**config.mk**
```make
export PLATFORM = sky130hd
export DESIGN_NAME = button_conditioner
export DESIGN_NICKNAME = d
export VERILOG_FILES = /design/src/rtl/button_conditioner.sv
export SDC_FILE = /design/constraint.sdc
export NUM_CORES = 1
export LEC_CHECK = 0
export ABC_AREA = 0
export ABC_CLOCK_PERIOD_IN_PS = 1850
export CAP_MARGIN = 10
export CORE_ASPECT_RATIO = 0.75
export CORE_MARGIN = 2
export CORE_UTILIZATION = 57
export CTS_BUF_LIST = sky130_fd_sc_hd__clkbuf_4
export DETAILED_ROUTE_END_ITERATION = 6
export HOLD_SLACK_MARGIN = 0.1
export MAX_ROUTING_LAYER = met4
export PLACE_DENSITY_LB_ADDON = 0.05
export SLEW_MARGIN = 20
export SYNTH_ARGS = -nofsm -noshare
export SYNTH_HDL_FRONTEND = slang
export SYNTH_SLANG_ARGS = --single-unit
```
**constraint.sdc**
```tcl
create_clock -name clk -period 1.85 [get_ports clk]
set_clock_uncertainty 0.2 [all_clocks]
set_input_delay 0.37 -clock clk [delete_from_list [all_inputs] [get_ports clk]]
set_output_delay 0.37 -clock clk [all_outputs]
set_load 0.02 [all_outputs]
```
**src/rtl/button_conditioner.sv**
```systemverilog
// button_conditioner: synchronises and debounces four buttons and emits one key event per press.
// Auto-repeat of the held key is built only when BTN_REPEAT_EN is defined.
module button_conditioner #(
  parameter int DEBOUNCE_CYCLES = 16,
  parameter int REPEAT_DELAY    = 1024,
  parameter int REPEAT_PERIOD   = 256
) (
  input  logic       clk,
  input  logic       rst,
  input  logic [3:0] button,
  output logic       key_valid,
  output logic [1:0] key_code,
  output logic       key_repeat,
  output logic [3:0] btn_level,
  output logic       collision
);
  localparam int CW = $clog2(DEBOUNCE_CYCLES);
  logic [3:0] meta, sync, flip, press;
  logic [CW-1:0] cnt [4];
  logic [1:0] low, tracked;
  logic multi, rep_fire;
  always_comb begin
    for (int i = 0; i < 4; i++) flip[i] = sync[i] != btn_level[i] && cnt[i] == CW'(DEBOUNCE_CYCLES - 1);
    press = flip & ~btn_level;
    low = press[0] ? 2'd0 : press[1] ? 2'd1 : press[2] ? 2'd2 : 2'd3;
    multi = (press & (press - 4'd1)) != 4'd0;
  end
  always_ff @(posedge clk or posedge rst)
    if (rst) begin
      meta <= '0;
      sync <= '0;
      btn_level <= '0;
      for (int i = 0; i < 4; i++) cnt[i] <= '0;
    end else begin
      meta <= button;
      sync <= meta;
      btn_level <= btn_level ^ flip;
      for (int i = 0; i < 4; i++) cnt[i] <= (sync[i] == btn_level[i] || flip[i]) ? '0 : cnt[i] + 1'b1;
    end
  always_ff @(posedge clk or posedge rst)
    if (rst) begin
      key_valid <= 1'b0;
      key_code <= 2'd0;
      collision <= 1'b0;
    end else begin
      key_valid <= |press | rep_fire;
      key_code <= |press ? low : rep_fire ? tracked : key_code;
      collision <= multi;
    end
`ifdef BTN_REPEAT_EN
  localparam int RMAX = REPEAT_DELAY > REPEAT_PERIOD ? REPEAT_DELAY : REPEAT_PERIOD;
  localparam int RW = $clog2(RMAX + 1);
  logic [RW-1:0] rcnt;
  logic active, first;
  // first repeat waits REPEAT_DELAY after the initial event, later ones REPEAT_PERIOD
  assign rep_fire = active && btn_level[tracked] &&
                    rcnt == (first ? RW'(REPEAT_DELAY - 1) : RW'(REPEAT_PERIOD - 1));
  always_ff @(posedge clk or posedge rst)
    if (rst) begin
      tracked <= 2'd0;
      rcnt <= '0;
      active <= 1'b0;
      first <= 1'b0;
      key_repeat <= 1'b0;
    end else begin
      key_repeat <= ~|press & rep_fire;
      if (|press) begin
        tracked <= low;
        active <= 1'b1;
        first <= 1'b1;
        rcnt <= '0;
      end else if (active && !btn_level[tracked]) begin
        active <= 1'b0;
        rcnt <= '0;
      end else if (rep_fire) begin
        first <= 1'b0;
        rcnt <= '0;
      end else if (active) rcnt <= rcnt + 1'b1;
    end
`else
  logic unused_repeat;
  assign unused_repeat = ^{REPEAT_DELAY, REPEAT_PERIOD};
  assign tracked = 2'd0;
  assign rep_fire = 1'b0;
  assign key_repeat = 1'b0;
`endif
endmodule

```
==> metrics <==
Logic pwr share 0.059; initial core utilization 0.622; pin count of the biggest net entering global routing 33; NetSw 292 µW; FF+latch area 801 µm²; Max-cap violations 0; final-stage net count 131; Final Cycle Share 0.923; DRT Pass-1 Iters 4; area leader, netlist dfrtp_1; Die Height 45.3 µm; global route overflow 0; CP required 1.90 ns; largest cells by area after synthesis dfrtp_1, xnor2_1, nor2_1, ha_1, mux2_2; register area share after synthesis 0.617; outcome complete, no violations; hold_sp meta[0]; worst reg2reg path startpoint cnt[4]; # IOs 15; Post-synth EDFFs 0; cts hold-fix bufs 0; layout cell share with drive strength beyond 1 0.180; Synth Cell Area 0.00130 mm²; top_reg_cell synth dfrtp_1; Hold Path Cell Cnt 0; largest family of logic cells by synthesized area simple AND/OR/NAND/NOR gates; Worst R2R Path Depth 5; first-pass GRT wire length 3260 µm; CTS tree built; Synth Register Bits 32; Leakage Power 0.778 nW; Remaining DRCs 0; Startpoint Class register; FP Rows 14; Min-Delay Endpoint sync[0]; Worst Path Max Fanout 5; H-Tree Level Count 2; RSZ-0062 raised after global routing no; fin crit period 1.71 ns; final hold violations 0; Port Buffers 13; Synth Area in Compound Gates 0.0289; Synth top area share 0.617; GPL Wtd Cong 0.774; Reg power frac 0.553; routed vias/inst 5.07; Worst Hold Class reg -> reg; Reg clk slew, reported paths 0.10 ns; WL final 1800 µm; clock buffer depth 2; Hold WS 0.144 ns; crit path DAT 1.75 ns; CTS Sinks 32; syn_nets 111; FMAX 0.586 GHz; DR vias 740; Iteration-0 DRC Markers 21; clk_lat worst skew 0.32 ns; most common cell in the synthesized netlist dfrtp_1; postcts setup bufs 0; Post-synth ARST share 1.00; layout filler cell count 148; Setup Viol. Count Final 0; commonest cells in the netlist dfrtp_1, nor2_1, xnor2_1; Worst VDD drop 0.000767 V; Synth warnings 0; CP Class reg -> reg; count of different cell masters after synthesis 23; Syn Inst Count 101; adder-cell share of the synthesized area 0.0386; Clock Power Share 0.388; internal power 1.07 mW; TritonCTS Buffers 5; post-synthesis average cell area 12.8 µm²; simple-gate share of the synthesized area 0.176; setup TNS 0 ns; switch share 0.215; area of the multi-input gates 489 µm²; XOR/XNOR Fraction of Synth Area 0.0810; Post-DRT Antenna Nets 0; initial antenna violation count 0; # diodes 0; Worst R2R Setup Slack 0.14 ns; Die Wd 59.1 µm; vias in the first global route 767; Final Max Tran Viols 0; hpwl dp 1330 µm; crit end category register; core area 0.00208 mm²; Root Driver clkbuf_4; total die area 0.00268 mm²; GRT Total Usage 0.179; mux cell area share after synthesis 0.0347; power density cells 877 mW/mm²; Reg-to-Reg End collision; area grow syn2layout 19.5%; WL/cell 12.3 µm
## worst max path at each step
stage	to	from	slack, ns
after global placement	collision	cnt[4]	0.17
after CTS	key_valid	key_valid	0.02
final	collision	cnt[4]	0.14
after floorplan	collision	cnt[4]	0.21
after detailed placement	collision	cnt[4]	0.11
after global routing	collision	cnt[0]	0.03
## critical path, stage by stage (launching register included)
cell and delay (ns):
dfrtp_1 0.42, ha_4 0.16, nand3_2 0.08, or3b_4 0.44, nor2b_4 0.14, a211oi_2 0.20
## layout make-up
class	instances	area share
clock buffer	6	0.0291
timing repair buffer	14	0.0847
multi-input combinational	63	0.316
clock inverter	2	0.0226
inverter	5	0.0121
tap	24	0.0194
sequential	32	0.517
## metrics by stage
| step | worst slack (ns) | power [mW] | instance area, µm² | instances | utilization |
|---|---|---|---|---|---|
| final | 0.143 | 1.36 | 1550 | 146 | 0.744 |
| after global routing | 0.0320 | 1.43 | 1550 | 146 | 0.744 |
| after CTS | 0.0159 | 1.37 | 1530 | 146 | 0.733 |
| after detailed placement | 0.106 | 0.845 | 1460 | 138 | 0.699 |
| after global placement | 0.173 | 0.839 | 1460 | 138 | 0.699 |
| after floorplan | 0.211 | 0.817 | 1300 | 101 | - |
## repair_timing
| item | 4_1_cts | 5_1_grt |
|---|---|---|
| gates resized for setup | 7 | 4 |
| pin swaps | 0 | 1 |
| setup endpoints to repair | 7 | 2 |
## layout by cell type (no fill, tap or decap)
cell | synthesis | routed
a211oi_2 | 1 | 1
nand2_1 | 2 | 2
nor3b_2 | 3 | 2
nor2b_4 | 1 | 1
o21ba_1 | 1 | 1
or3b_4 | 1 | 1
nand3_2 | 1 | 1
conb_1 | 1 | 1
nand2b_1 | 3 | 3
dlymetal6s2s_1 | 0 | 1
inv_1 | 5 | 5
nor2_1 | 17 | 17
nor3b_4 | 1 | 2
nand3_1 | 7 | 7
ha_4 | 0 | 1
xnor2_1 | 8 | 8
or2b_1 | 1 | 1
dfrtp_1 | 32 | 32
xor2_1 | 4 | 4
ha_1 | 4 | 3
mux2_2 | 4 | 4
dlygate4sd2_1 | 0 | 7
clkbuf_4 | 0 | 6
bufinv_16 | 0 | 1
buf_4 | 1 | 1
clkinv_2 | 0 | 1
nor3_1 | 1 | 1
o21a_1 | 1 | 1
clkdlybuf4s50_1 | 0 | 5
a211oi_1 | 1 | 1
## metal layers
layer / up-vias / track usage / wire length (µm) / part of all wire
li1: 366 / - / - / -
met1: 353 / 0.213 / 807 / 0.45
met2: 17 / 0.278 / 885 / 0.49
met3: 4 / 0.0774 / 84 / 0.047
met4: 0 / 0.0545 / 21 / 0.012
met5: - / - / 0 / 0
## logic make-up after synthesis
family	Yosys count
DFF	32
buffers and inverters	6
other	1
and+or+nand+nor	38
xor gates and xnor gates	12
AOI/OAI and AO/OA	4
adders and majority gates	4
muxes	4
## power by group through the flow
stage                     registers, mW  logic (mW)  clock network [mW]
after detailed placement          0.764      0.0806                   0
after global routing              0.757      0.0940               0.575
final                             0.752      0.0798               0.527
after global placement            0.762      0.0768                   0
after floorplan                   0.759      0.0576                   0
after CTS                         0.751      0.0805               0.543
(Power assumes the default switching activity.)
